**src/rtl/rob_walk_ctrl_pkg.sv**
```systemverilog
// Shared backend package: ROB recovery state encodings and default ROB
// pointer geometry. The freelist and rename table import the same state
// type so that they decode rob_state identically.
package rob_walk_ctrl_pkg;

  localparam int ROB_DEPTH_DEF  = 64;
  localparam int PREG_WIDTH_DEF = 6;
  localparam int ROB_AW_DEF     = $clog2(ROB_DEPTH_DEF);
  // Pointers carry one extra MSB as the wrap bit.
  localparam int ROB_PTR_W_DEF  = ROB_AW_DEF + 1;

  // Number of ROB entries the walk can retire per cycle.
  localparam int WALK_LANES = 2;

  typedef enum logic [1:0] {
    ROB_STATE_IDLE     = 2'b00,
    ROB_STATE_ROLLBACK = 2'b01,
    ROB_STATE_WALK     = 2'b10
  } rob_state_e;

endpackage

```
**src/rtl/rob_walk_ctrl_ptr_older.sv**
```systemverilog
// rob_ptr_older: wrap-aware age compare of two ROB pointers.
//   ptr_a, ptr_b : PTR_W-bit pointers, MSB is the wrap bit
//   a_older      : 1 when ptr_a refers to an older entry than ptr_b
// With equal wrap bits the smaller index is older; with differing wrap bits
// the pointer that has not yet wrapped holds the larger index and is older.
module rob_ptr_older #(
  parameter int PTR_W = 7
) (
  input  logic [PTR_W-1:0] ptr_a,
  input  logic [PTR_W-1:0] ptr_b,
  output logic             a_older
);

  logic same_wrap;

  assign same_wrap = (ptr_a[PTR_W-1] == ptr_b[PTR_W-1]);
  assign a_older   = same_wrap ? (ptr_a[PTR_W-2:0] < ptr_b[PTR_W-2:0])
                               : (ptr_a[PTR_W-2:0] > ptr_b[PTR_W-2:0]);

endmodule

```
**src/rtl/rob_walk_ctrl.sv**
```systemverilog
// rob_walk_ctrl: ROB recovery walk controller.
// On a redirect the block spends one ROLLBACK cycle, then walks the squashed
// ROB entries two per cycle, returning each allocated prd to the freelist.
// Ports:
//   clock, reset_n                 : clock, asynchronous active-low reset
//   flush_valid, flush_robidx      : redirect; the flushing entry is kept
//   rob_tail_ptr                   : ROB enqueue pointer (one past youngest)
//   walk_rd_idx0/1                 : ROB read addresses for the two lanes
//   walk_rd_need_to_wb0/1, _prd0/1 : combinational ROB read data
//   rob_state                      : IDLE / ROLLBACK / WALK
//   walking_valid0/1, old_prd0/1   : prds returned to the freelist
//   rename_stall                   : rename held while recovering
//   walk_done                      : one-cycle pulse when recovery ends
module rob_walk_ctrl
  import rob_walk_ctrl_pkg::*;
#(
  parameter int ROB_DEPTH  = ROB_DEPTH_DEF,
  parameter int PREG_WIDTH = PREG_WIDTH_DEF
) (
  input  logic                         clock,
  input  logic                         reset_n,
  input  logic                         flush_valid,
  input  logic [$clog2(ROB_DEPTH):0]   flush_robidx,
  input  logic [$clog2(ROB_DEPTH):0]   rob_tail_ptr,
  output logic [$clog2(ROB_DEPTH)-1:0] walk_rd_idx0,
  output logic [$clog2(ROB_DEPTH)-1:0] walk_rd_idx1,
  input  logic                         walk_rd_need_to_wb0,
  input  logic                         walk_rd_need_to_wb1,
  input  logic [PREG_WIDTH-1:0]        walk_rd_prd0,
  input  logic [PREG_WIDTH-1:0]        walk_rd_prd1,
  output logic [1:0]                   rob_state,
  output logic                         walking_valid0,
  output logic                         walking_valid1,
  output logic [PREG_WIDTH-1:0]        walking_old_prd0,
  output logic [PREG_WIDTH-1:0]        walking_old_prd1,
  output logic                         rename_stall,
  output logic                         walk_done
);

  localparam int AW = $clog2(ROB_DEPTH);
  localparam int PW = AW + 1;

  rob_state_e     state_reg, state_next;
  logic [PW-1:0]  walk_ptr_reg, walk_ptr_next;
  logic [PW-1:0]  end_ptr_reg, end_ptr_next;
  logic           walk_done_reg, walk_done_next;

  logic [PW-1:0]  remaining;
  logic [PW-1:0]  walk_step;
  logic [PW-1:0]  walk_ptr_m1;
  logic           flush_is_older;
  logic           in_walk;

  logic [AW-1:0]         lane_idx     [WALK_LANES];
  logic                  lane_need    [WALK_LANES];
  logic [PREG_WIDTH-1:0] lane_prd     [WALK_LANES];
  logic                  lane_valid   [WALK_LANES];
  logic [PREG_WIDTH-1:0] lane_old_prd [WALK_LANES];

  // Entries still to be walked; modulo arithmetic on full pointers lets a
  // full ROB (ROB_DEPTH entries) be distinguished from an empty walk.
  assign remaining   = end_ptr_reg - walk_ptr_reg;
  assign walk_step   = (remaining >= PW'(2)) ? PW'(2) : remaining;
  assign walk_ptr_m1 = walk_ptr_reg - PW'(1);
  assign in_walk     = (state_reg == ROB_STATE_WALK);

  // A re-flush only matters if it squashes entries already kept by the
  // current recovery, i.e. it is older than the current flush point.
  rob_ptr_older #(
    .PTR_W (PW)
  ) u_flush_older (
    .ptr_a   (flush_robidx),
    .ptr_b   (walk_ptr_m1),
    .a_older (flush_is_older)
  );

  assign lane_need[0] = walk_rd_need_to_wb0;
  assign lane_need[1] = walk_rd_need_to_wb1;
  assign lane_prd[0]  = walk_rd_prd0;
  assign lane_prd[1]  = walk_rd_prd1;

  generate
    for (genvar gi = 0; gi < WALK_LANES; gi++) begin : g_lane
      logic in_range;
      // Low-bit add wraps at ROB_DEPTH on its own.
      assign lane_idx[gi]     = walk_ptr_reg[AW-1:0] + AW'(gi);
      assign in_range         = (remaining > PW'(gi));
      assign lane_valid[gi]   = in_walk && in_range && lane_need[gi];
      assign lane_old_prd[gi] = in_walk ? lane_prd[gi] : '0;
    end
  endgenerate

  // Read addresses are only meaningful while walking; hold them at zero
  // otherwise so the block presents all-zero outputs out of reset.
  assign walk_rd_idx0     = in_walk ? lane_idx[0] : '0;
  assign walk_rd_idx1     = in_walk ? lane_idx[1] : '0;
  assign walking_valid0   = lane_valid[0];
  assign walking_valid1   = lane_valid[1];
  assign walking_old_prd0 = lane_old_prd[0];
  assign walking_old_prd1 = lane_old_prd[1];
  assign rob_state        = state_reg;
  assign rename_stall     = (state_reg != ROB_STATE_IDLE);
  assign walk_done        = walk_done_reg;

  always_ff @(posedge clock or negedge reset_n) begin
    if (!reset_n) begin
      state_reg     <= ROB_STATE_IDLE;
      walk_ptr_reg  <= '0;
      end_ptr_reg   <= '0;
      walk_done_reg <= 1'b0;
    end else begin
      state_reg     <= state_next;
      walk_ptr_reg  <= walk_ptr_next;
      end_ptr_reg   <= end_ptr_next;
      walk_done_reg <= walk_done_next;
    end
  end

  always_comb begin
    state_next     = state_reg;
    walk_ptr_next  = walk_ptr_reg;
    end_ptr_next   = end_ptr_reg;
    walk_done_next = 1'b0;

    case (state_reg)
      ROB_STATE_IDLE: begin
        if (flush_valid) begin
          walk_ptr_next = flush_robidx + PW'(1);
          end_ptr_next  = rob_tail_ptr;
          state_next    = ROB_STATE_ROLLBACK;
        end
      end

      ROB_STATE_ROLLBACK: begin
        if (flush_valid && flush_is_older) begin
          walk_ptr_next = flush_robidx + PW'(1);
          end_ptr_next  = rob_tail_ptr;
          state_next    = ROB_STATE_ROLLBACK;
        end else if (remaining != '0) begin
          state_next = ROB_STATE_WALK;
        end else begin
          state_next     = ROB_STATE_IDLE;
          walk_done_next = 1'b1;
        end
      end

      ROB_STATE_WALK: begin
        if (flush_valid && flush_is_older) begin
          walk_ptr_next = flush_robidx + PW'(1);
          end_ptr_next  = rob_tail_ptr;
          state_next    = ROB_STATE_ROLLBACK;
        end else begin
          walk_ptr_next = walk_ptr_reg + walk_step;
          if (remaining <= PW'(2)) begin
            state_next     = ROB_STATE_IDLE;
            walk_done_next = 1'b1;
          end
        end
      end

      // Unused encoding: fall back to IDLE without signalling completion.
      default: begin
        state_next = ROB_STATE_IDLE;
      end
    endcase
  end

endmodule

```
**config.mk**
```make
export PLATFORM = sky130hd
export DESIGN_NAME = rob_walk_ctrl
export DESIGN_NICKNAME = d
export VERILOG_FILES = /design/src/rtl/rob_walk_ctrl_pkg.sv /design/src/rtl/rob_walk_ctrl_ptr_older.sv /design/src/rtl/rob_walk_ctrl.sv
export SDC_FILE = /design/constraint.sdc
export NUM_CORES = 1
export LEC_CHECK = 0
export BUFFER_PORTS_ARGS = -buffer_cell sky130_fd_sc_hd__buf_2
export CAP_MARGIN = 30
export CELL_PAD_IN_SITES_DETAIL_PLACEMENT = 1
export CELL_PAD_IN_SITES_GLOBAL_PLACEMENT = 1
export CORE_ASPECT_RATIO = 0.6
export CORE_MARGIN = 2
export CORE_UTILIZATION = 39
export DETAILED_ROUTE_END_ITERATION = 6
export GPL_ROUTABILITY_DRIVEN = 0
export HOLD_SLACK_MARGIN = 0.02
export PLACE_DENSITY_LB_ADDON = 0.1
export SLEW_MARGIN = 30
export SYNTH_ARGS = -nofsm -noshare
export SYNTH_HDL_FRONTEND = slang
export SYNTH_SLANG_ARGS = --single-unit
```
**constraint.sdc**
```tcl
create_clock -name clock -period 4.4 [get_ports clock]
set_input_delay 0.88 -clock clock [delete_from_list [all_inputs] [get_ports clock]]
set_output_delay 0.88 -clock clock [all_outputs]
set_load 0.03 [all_outputs]
```
==> summary.md, run 1 <==
| Metric | Value |
|---|---|
| Input/output buffers | 60 |
| Distinct cells, synth | 60 |
| CP Cell Sequence | ha_1, fa_1, and4b_1, o21ai_2, and3b_4, o22ai_4, nor2_4, nand2_4, inv_4, a21oi_1, buf_2 |
| Post-route clock period utilization | 85.9% |
| Design area | 2550 um2 |
| Syn Inst Count | 254 |
| Starting DRT DRC Count | 64 |
| Initial antenna violation count | 0 |
| CP startpoint kind | flip-flop |
| Clk sink count | 17 |
| Power Density | a little over 800 nW/um2 |
| Post-synth EDFFs | 0 |
| Via density | 5.35 |
| FILL cells | approximately 650 |
| Die Width | 99.7 um |
| Post-CTS Hold Fix Bufs | 0 |
| Critical Path RT | 3520 ps |
| Die height | 61.4 um |
| Via Count | 2038 |
| Commonest non-fill, non-tap cell in the layout | buf_2 |
| Leading cell types in the layout, fill and taps excluded | buf_2 (60), ha_1 (24), inv_1 (21) |
| Buffers and inverters on the worst path | 2 |
| Non-Filler Instances | 381 |
| Crit path time final | approximately 3800 ps |
| Worst min-delay path category | reg -> reg |
| Routed Antenna Nets | 0 |
| Wire length per cell | ~16 um |
| Die area | 6120 um2 |
| Worst slack at placement | between 700 and 800 ps |
| CP Max Fanout | 7 |
| CP Capture Type | output pin |
| Setup Skew | 2.93 ps |
| Detailed Route WL | 6.17 mm |
| Total Power | 2120 uW |
| TNS Setup | 0 ps |
| Post-placement cell area | between 2000 and 3000 um2 |
| CTS Buf Count | 3 |
| Largest net degree at the start of global routing | 20 |
| Leak pwr | roughly 0.0013 uW |
| Core area | around 5200 um2 |
| DRC Markers | 0 |
| Worst Path Arrival | 2900 ps |
| Overflow after GRT | 0 |
| Setup violators final | 0 |
| Fmax | 265 MHz |
| CP max stage cell | dfrtp_1 |
| Post-route setup slack | just over 600 ps |
| Buffer levels on the longest clock path | 2 |
| Row cnt | 20 |
| Vias in the first global route | 1904 |
| Slew Limit Headroom | between 60% and 70% |
| RSZ-0062 raised after global routing | no |
| Layout cells sized above 1 | 26.0% |
| Total track usage | 21.0% |
| Most used DFF post-synth | dfrtp_1 |
| Placed insts | 377 |
| CTS HTree Levels | 1 |
| Async SR Flop Fraction | 100% |
| Crit path kind | reg -> out |
| Post-synthesis sequential area ratio | between 10% and 20% |
| Post_cts resized | 0 |
| Crit path largest cell delay | between 400 and 500 ps |
| First-pass GRT wire length | 9.87 mm |
| CTS Root Cell | clkbuf_8 |
| VDD IR max | 0.352 mV |
| Flops & latches, synth | 17 |
| N_diodes | 0 |
| Synth warn | 0 |
| Clk Latency, worst-skew pair | 260 ps |
| Worst-margin pin slew | 525 ps |
| First-pass iteration count of the detailed router | 4 |
| Final Hold Vio Count | 0 |
| Mean Syn Cell Area | 8.43 um2 |
| CTS clk-pin slew, worst paths | 70 ps |
| Max Cap Viol | 0 |
| CTS tree | built |
| Area Overhead vs Synth | 19.2% |
| Final Net Count | 373 |
| Max-slew violations | 0 |
| Status | finished, final reports clean |
| Family with the most delay on the worst path | simple AND/OR/NAND/NOR gates |
| Detail Placement HPWL | 5.20 mm |
| Largest register FFs | 7 |
| Initial Utilization | 41.4% |
| # IOs | 61 |
| Mapped Area | between 2000 and 2500 um2 |
| Post-CTS setup-driven buffer insertion count | 0 |
[report_power, final]
group	switching (uW)	internal, uW	leakage, uW	total [uW]
sequential	96.1	232	0.000204	328
combinational	1010	656	0.00102	1670
clock	60.5	63.0	0.0000255	123
[cells in the mapped netlist, types with 2 or more instances]
library cell	number	share of area, %
a21o_1	3	1.1
a21oi_1	14	3.3
a31oi_1	5	1.5
and2_1	15	4.4
and4b_1	2	0.93
and4b_2	2	1.1
buf_2	2	0.47
clkbuf_1	3	0.53
dfrtp_1	17	20
fa_1	2	1.9
ha_1	24	14
inv_1	21	3.7
mux2_1	6	3.2
mux2i_1	10	4.7
nand2_1	12	2.1
nand2b_1	3	0.88
nand3_1	14	3.3
nand3b_1	2	0.70
nor2_1	19	3.3
nor2b_1	5	1.5
nor3_1	4	0.93
nor3_2	2	0.93
o211ai_1	2	0.70
o21ai_0	9	2.1
o21ai_1	4	0.93
o31ai_1	2	0.70
xnor2_1	13	5.3
xor2_1	5	2.0
[metal layers]
layer,track usage (%),up-vias,share of wire [%],routed length (um)
li1,-,1021,-,-
met1,33.1,971,56,3440
met2,31.7,46,40,2440
met3,2.72,0,4.6,284
met4,1.76,0,0,0
met5,0,-,0,0
[final timing paths]
kind | from | to | slack, ps | cells past startpoint
max in group asynchronous | reset_n | walk_ptr_reg[1]$_DFFE_PN0P_ | 3530 | 1
setup / recovery | flip-flop | walking_valid0 | 620 | 11
hold / removal | end_ptr_reg[4]$_DFFE_PN0P_ | end_ptr_reg[4]$_DFFE_PN0P_ | 500 | 1
setup reg to reg | flip-flop | walk_ptr_reg[4]$_DFFE_PN0P_ | 710 | 17
min in group asynchronous | reset_n | rob_state[0]$_DFFE_PN0P_ | 560 | 1
hold reg to reg | end_ptr_reg[4]$_DFFE_PN0P_ | end_ptr_reg[4]$_DFFE_PN0P_ | 500 | 1
[kinds of logic after synthesis]
group           after synthesis  share of synthesized area, %
simple gates                 91                          24.3
mux                          17                          8.35
other cells                   1                         0.175
xor+xnor                     18                          7.36
buf+inv                      28                          5.32
flops                        17                          19.9
fa+ha+maj                    26                          15.9
compound gates               56                          18.8
[layout make-up]
class	count	area, um2	share of cell area, %
Clock buffer	3	41.3	1.62
Clock inverter	1	5.00	0.196
Inverter	22	85.1	3.33
Multi-Input combinational cell	212	1610	63.2
Sequential cell	17	425	16.7
Tap cell	66	82.6	3.23
Timing Repair Buffer	60	300	11.8
[metrics by stage]
stage | utilization, % | hold WS (ps)
after floorplan | - | 465
after global placement | 48.4 | 480
after detailed placement | 48.4 | 482
after CTS | 49.3 | 501
after global routing | 49.3 | 520
final | 49.3 | 497
Power figures use the tool's default switching activity.
==> run 2, diff against run 1 <==
--- a/config.mk
+++ b/config.mk
@@ -11,7 +11,8 @@
 export CELL_PAD_IN_SITES_GLOBAL_PLACEMENT = 1
 export CORE_ASPECT_RATIO = 0.6
 export CORE_MARGIN = 2
-export CORE_UTILIZATION = 39
+export CORE_UTILIZATION = 40
+export CTS_BUF_LIST = sky130_fd_sc_hd__clkbuf_8
 export DETAILED_ROUTE_END_ITERATION = 6
 export GPL_ROUTABILITY_DRIVEN = 0
 export HOLD_SLACK_MARGIN = 0.02
==> run 2 against run 1 <==
  * Via count is 0.88% lower
  * Design area barely moved
  * Critical path depth down 1
  * Die area decreased by 2.4%
  * Wire length is 3.7% higher
  * Non-clock buffer count unchanged
  * Cell count unchanged
  * Largest cell class unchanged
==> summary.md, run 2 (same netlist as run 1, synthesis figures left out) <==
| Metric | Value |
|---|---|
| Worst min-delay path category | reg -> reg |
| Clock power share | 5.5% (-0.3 points) |
| Clk sink count | 17 (unchanged) |
| Internal Pwr Total | 956 uW (+0.47%) |
| Slew Limit Headroom | 63.9% (-1.0 points) |
| Worst Path Arrival | 2940 ps (+40 ps) |
| Post-CTS Hold Fix Bufs | 0 (unchanged) |
| N_diodes | 0 (unchanged) |
| TNS Setup | 0 ps (unchanged) |
| Final Hold Vio Count | 0 (unchanged) |
| Area Overhead vs Synth | 19.2% (about the same) |
| Post-route clock period utilization | 86.8% (+0.96 points) |
| First-pass iteration count of the detailed router | 4 (unchanged) |
| Buffers and inverters on the worst path | 2 (unchanged) |
| Die Width | 98.5 um (-1.2%) |
| CP startpoint kind | flip-flop |
| Row cnt | 20 (unchanged) |
| Total track usage | 21.9% (+0.93 points) |
| Power share of the sequential group | 15.5% (about the same) |
| Overflow after GRT | 0 (unchanged) |
| Family with the most delay on the worst path | simple AND/OR/NAND/NOR gates |
| CP Max Fanout | 7 (unchanged) |
| CTS HTree Levels | 1 (unchanged) |
| Sw frac | 55.3% (+0.15 points) |
| Critical Path RT | 3520 ps (about the same) |
| Via Count | 2020 (-0.88%) |
| CTS tree | built |
| Vias in the first global route | 1974 (+3.7%) |
| CP max stage cell | dfrtp_1 |
| Leading cell types in the layout, fill and taps excluded | buf_2 (60), ha_1 (24), inv_1 (22) |
| Post_cts resized | 0 (unchanged) |
| Initial Utilization | 42.0% (+0.61 points) |
| Status | finished, final reports clean |
| Crit path kind | reg -> out |
| Clk Latency, worst-skew pair | 260 ps (about the same) |
| FF-to-FF Start | walk_ptr_reg[1]$_DFFE_PN0P_ |
| # IOs | 61 (unchanged) |
| Input/output buffers | 60 (unchanged) |
| Sw Pwr | 1180 uW (+1.1%) |
| CTS Buf Count | 3 (unchanged) |
| Reg-to-reg critical path endpoint | walk_ptr_reg[6]$_DFFE_PN0P_ |
| Die height | 60.7 um (-1.2%) |
| Core area | 5100 um2 (-1.4%) |
| Crit path largest cell delay | 540 ps (+60 ps) |
| Detail Placement HPWL | 5.36 mm (+3.2%) |
| Wire length per cell | 16.8 um (+3.7%) |
| Power Density | 838 nW/um2 (+0.85%) |
| Detailed Route WL | 6.39 mm (+3.7%) |
| DRC Markers | 0 (unchanged) |
| Crit path from | walk_ptr_reg[1]$_DFFE_PN0P_ |
| Combinational share of power | 79.0% (+0.3 points) |
| Die area | 5980 um2 (-2.4%) |
| Commonest non-fill, non-tap cell in the layout | buf_2 |
| Post-CTS setup-driven buffer insertion count | 0 (unchanged) |
| Starting DRT DRC Count | 72 (+13%) |
| Via density | 5.30 (-0.88%) |
| CTS clk-pin slew, worst paths | 70 ps (about the same) |
| First-pass GRT wire length | 10.1 mm (+2.7%) |
| Largest net degree at the start of global routing | 20 (unchanged) |
| Largest register FFs | 7 (unchanged) |
| Initial antenna violation count | 0 (unchanged) |
| Leak pwr | 0.00125 uW (+0.11%) |
| CP Cell Sequence | inv_1, ha_1, nor2b_1, o21a_1, mux2i_1, nor3_2, nor2_4, nand2_4, and3_2, buf_2 |
| Final Net Count | 373 (unchanged) |
| Routed Antenna Nets | 0 (unchanged) |
| Max-slew violations | 0 (unchanged) |
| Setup violators final | 0 (unchanged) |
| Max Cap Viol | 0 (unchanged) |
| CP Capture Type | output pin |
| Layout cells sized above 1 | 25.7% (-0.32 points) |
| Worst-margin pin slew | 540 ps (+15.2 ps) |
| Non-Filler Instances | 381 (unchanged) |
| Placed insts | 377 (unchanged) |
| CTS Root Cell | clkbuf_8 |
| Crit path time final | 3820 ps (+42.0 ps) |
| R2r worst-path depth | 17 (unchanged) |
| Hold path start | end_ptr_reg[5]$_DFFE_PN0P_ |
| Worst Setup EP | walking_valid1 |
| VDD IR max | 0.392 mV (+11%) |
| RSZ-0062 raised after global routing | no |
| Fmax | 262 MHz (-1.1%) |
| Crit path depth | 10 (-1) |
| Setup Skew | 12.4 ps (+9.48 ps) |
| Buffer levels on the longest clock path | 2 (unchanged) |
| Reg2Reg Setup Slack | 660 ps (-50 ps) |
## run 2: changes by cell type in the layout (fill, tap and decap cells not counted), sizes merged
| cell | previous run | this run |
|---|---|---|
| inv | 22 | 23 |
| clkinv | 1 | 0 |
## run 2: how the worst min path moves through the flow
stage | end | slack [ps] | depth (start not counted)
floorplan | end_ptr_reg[2]$_DFFE_PN0P_ | 460 | 1
global placement | end_ptr_reg[2]$_DFFE_PN0P_ | 480 | 1
finish | end_ptr_reg[5]$_DFFE_PN0P_ | 500 | 1
global route | end_ptr_reg[2]$_DFFE_PN0P_ | 530 | 1
CTS | end_ptr_reg[2]$_DFFE_PN0P_ | 510 | 1
detailed placement | end_ptr_reg[3]$_DFFE_PN0P_ | 490 | 1
## run 2: layout make-up
class / instances / area, um2
tap: 66 / 82.6
fill: 646 / 2550
inverter: 22 / 85.1
timing repair buffer: 60 / 300
sequential: 17 / 425
multi-input combinational: 212 / 1610
clock buffer: 3 / 41.3
clock inverter: 1 / 3.75
## run 2: metrics by stage
| stage | cell area (um2) | utilization, % | power, uW | worst slack, ps | hold WS [ps] |
|---|---|---|---|---|---|
| floorplan | 2150 | - | 1610 | 1040 | 465 |
| global placement | 2510 | 49.1 | 1960 | 825 | 480 |
| detailed placement | 2510 | 49.1 | 2010 | 743 | 491 |
| CTS | 2550 | 50.0 | 2140 | 631 | 510 |
| global route | 2550 | 50.0 | 2330 | 430 | 526 |
| finish | 2550 | 50.0 | 2140 | 580 | 500 |
## run 2: worst reg2reg max path, delay by kind of cell, from the launching register on
family / cells / cell delay (ps)
simple gates: 5 / 640
flops: 1 / 540
mux: 1 / 390
buf+inv: 3 / 420
compound gates: 6 / 900
fa+ha+maj: 2 / 740
## run 2: routing by layer
layer | up-vias | routed length [um] | global-route usage [%]
li1 | 1026 | - | -
met1 | 942 | 3370 | 33.2
met2 | 50 | 2700 | 33.7
met3 | 2 | 294 | 3.92
met4 | 0 | 21 | 2.94
met5 | - | 0 | 0
## run 2: power by group through the flow
stage / Sequential (uW) / Clock [uW] / Combinational (uW)
2_1_floorplan: 308 / 0 / 1300
3_3_place_gp: 326 / 0 / 1630
3_5_place_dp: 335 / 0 / 1670
4_1_cts: 332 / 123 / 1680
5_1_grt: 346 / 129 / 1860
6_report: 331 / 118 / 1690
==> run 3, diff against run 2 <==
--- a/config.mk
+++ b/config.mk
@@ -16,7 +16,7 @@
 export DETAILED_ROUTE_END_ITERATION = 6
 export GPL_ROUTABILITY_DRIVEN = 0
 export HOLD_SLACK_MARGIN = 0.02
-export PLACE_DENSITY_LB_ADDON = 0.1
+export PLACE_DENSITY = 0.92
 export SLEW_MARGIN = 30
 export SYNTH_ARGS = -nofsm -noshare
 export SYNTH_HDL_FRONTEND = slang
==> run 3 against run 2 <==
  * Flip-flop and latch count is the same
  * Via count grew 7.1%
  * Sequential power is essentially flat
  * Cell count is the same
  * Die area is the same
  * Core utilization grew 0.074 points
  * Largest power group unchanged
  * Non-clock buffer count is the same
  * First-iteration DRC count grew 64%
  * Hold slack lost 1.8 ps
  * Wire length grew 12%
  * Largest cell class unchanged
  * Combinational power grew 3%
==> summary.md, run 3 (same netlist as run 1, synthesis figures left out) <==
| Metric | Value |
|---|---|
| Largest register FFs | 7 (unchanged) |
| Worst Path Arrival | 2940 ps (about the same) |
| Detail Placement HPWL | 5.97 mm (+11%) |
| Total track usage | 25.1% (+3.2 points) |
| CTS Buf Count | 3 (unchanged) |
| CTS Root Cell | clkbuf_8 |
| CTS HTree Levels | 1 (unchanged) |
| Clock power share | 5.6% (about the same) |
| Final Net Count | 373 (unchanged) |
| FF/Latch Area | 425 um2 (unchanged) |
| Final Hold Vio Count | 0 (unchanged) |
| Die Width | 98.5 um (unchanged) |
| Initial antenna violation count | 0 (unchanged) |
| Buffers and inverters on the worst path | 2 (unchanged) |
| Vias in the first global route | 2240 (+13%) |
| First-pass GRT wire length | 11.6 mm (+14%) |
| Buffer levels on the longest clock path | 2 (unchanged) |
| Row cnt | 20 (unchanged) |
| Max Cap Viol | 0 (unchanged) |
| CTS clk-pin slew, worst paths | 70 ps (about the same) |
| Worst-margin pin slew | 582 ps (+41.4 ps) |
| Die height | 60.7 um (unchanged) |
| Clk sink count | 17 (unchanged) |
| Commonest non-fill, non-tap cell in the layout | buf_2 |
| Detailed Route WL | 7.16 mm (+12%) |
| CP Cell Sequence | ha_1, fa_1, and4b_1, o21ai_2, and3b_4, o22ai_4, nor2_4, nand2_4, inv_4, a21oi_1, buf_2 |
| DRC Markers | 0 (unchanged) |
| CTS tree | built |
| Status | finished, final reports clean |
| Placed insts | 377 (unchanged) |
| Worst min-delay path category | reg -> reg |
| Post-route setup slack | 579 ps (-1.28 ps) |
| Slew Limit Headroom | 61.2% (-2.8 points) |
| CP Max Fanout | 7 (unchanged) |
| Starting DRT DRC Count | 118 (+64%) |
| Non-Filler Instances | 381 (unchanged) |
| Sw Pwr | 1230 uW (+4.4%) |
| Power Density | 858 nW/um2 (+2.4%) |
| CP startpoint kind | flip-flop |
| Crit path kind | reg -> out |
| Post-route clock period utilization | 86.8% (about the same) |
| Sw frac | 56.3% (+1.0 points) |
| Largest net degree at the start of global routing | 20 (unchanged) |
| Area Overhead vs Synth | 19.3% |
| Power share of the sequential group | 15.1% (-0.4 points) |
| Wire length per cell | 18.8 um (+12%) |
| Die area | 5980 um2 (unchanged) |
| Post-placement cell area | 2510 um2 (unchanged) |
| Internal Pwr Total | 958 uW (+0.19%) |
| TNS Setup | 0 ps (unchanged) |
| Combinational share of power | 79.2% (+0.2 points) |
| Leak pwr | 0.00125 uW (-0.41%) |
| Crit path time final | 3820 ps (+1.28 ps) |
| N_diodes | 0 (unchanged) |
| Post-CTS Hold Fix Bufs | 0 (unchanged) |
| Overflow after GRT | 0 (unchanged) |
| Routed Antenna Nets | 0 (unchanged) |
| Setup violators final | 0 (unchanged) |
| CP max stage cell | dfrtp_1 |
| Via Count | 2163 (+7.1%) |
| Crit path largest cell delay | 470 ps (-70 ps) |
| FILL cells | 644 (-0.31%) |
| RSZ-0062 raised after global routing | no |
| Family with the most delay on the worst path | simple AND/OR/NAND/NOR gates |
| Via density | 5.68 (+7.1%) |
| Core area | 5100 um2 (unchanged) |
| Footprint of the multi-input gates | 1610 um2 (unchanged) |
| Max-slew violations | 0 (unchanged) |
| Fmax | 262 MHz (about the same) |
| Design area | 2560 um2 (+0.15%) |
| Setup Skew | 3.43 ps (-8.98 ps) |
| Post_cts resized | 0 (unchanged) |
| Layout cells sized above 1 | 26.0% (+0.32 points) |
| Post-CTS setup-driven buffer insertion count | 0 (unchanged) |
| # IOs | 61 (unchanged) |
| Leading cell types in the layout, fill and taps excluded | buf_2 (60), ha_1 (24), inv_1 (21) |
| Worst slack at placement | 749 ps (+5.58 ps) |
| CP Capture Type | output pin |
| Initial Utilization | 42.0% (unchanged) |
| VDD IR max | 0.389 mV (-0.83%) |
| Final core occ | 50.1% (+0.074 points) |
| First-pass iteration count of the detailed router | 4 (unchanged) |
| Input/output buffers | 60 (unchanged) |
| Critical Path RT | 3520 ps (about the same) |
| Clk Latency, worst-skew pair | 260 ps (about the same) |
==> run 3: cell types whose count changed in the layout (fill, tap and decap cells not counted) <==
cell / change
clkinvlp_4: +1
inv_1: -1
==> run 3: power by group through the flow <==
| stage | clock [uW] | combinational (uW) | sequential (uW) |
|---|---|---|---|
| finish | 124 | 1740 | 332 |
| global route | 136 | 1910 | 344 |
| CTS | 127 | 1720 | 329 |
| detailed placement | 0 | 1700 | 332 |
| global placement | 0 | 1610 | 327 |
| floorplan | 0 | 1300 | 308 |
==> run 3: worst paths after layout <==
kind,startpoint,cells past startpoint,end,slack (ps)
worst max register to register,flip-flop,18,walk_ptr_reg[6]$_DFFE_PN0P_,600
max in group asynchronous,reset_n,1,async pin,3560
worst max-delay path,flip-flop,11,walking_valid0,580
min in group asynchronous,reset_n,1,rob_state[0]$_DFFE_PN0P_,550
worst min register to register,end_ptr_reg[5]$_DFFE_PN0P_,1,end_ptr_reg[5]$_DFFE_PN0P_,500
worst min-delay path,end_ptr_reg[5]$_DFFE_PN0P_,1,end_ptr_reg[5]$_DFFE_PN0P_,500
==> run 3: area by class of cell <==
type,instances,share of cell area (%)
flip-flops and latches,17,16.6
clock buffers,3,1.62
multi-input cells,212,63.1
well taps,66,3.23
repair buffers,60,11.7
inverters,22,3.33
clock inverters,1,0.294
==> run 3: layer usage <==
layer | up-vias | GRT usage [%] | routed length (um) | part of all wire, %
li1 | 1016 | - | - | -
met1 | 1073 | 34.1 | 3320 | 46
met2 | 68 | 41.6 | 3320 | 46
met3 | 6 | 6.11 | 478 | 6.7
met4 | 0 | 5.28 | 48 | 0.67
met5 | - | 0 | 0 | 0
==> run 3: metrics by stage <==
| step | hold WS [ps] | power (uW) |
|---|---|---|
| 6_report | 498 | 2190 |
| 5_1_grt | 533 | 2390 |
| 4_1_cts | 505 | 2180 |
| 3_5_place_dp | 485 | 2030 |
| 3_3_place_gp | 481 | 1940 |
| 2_1_floorplan | 465 | 1610 |
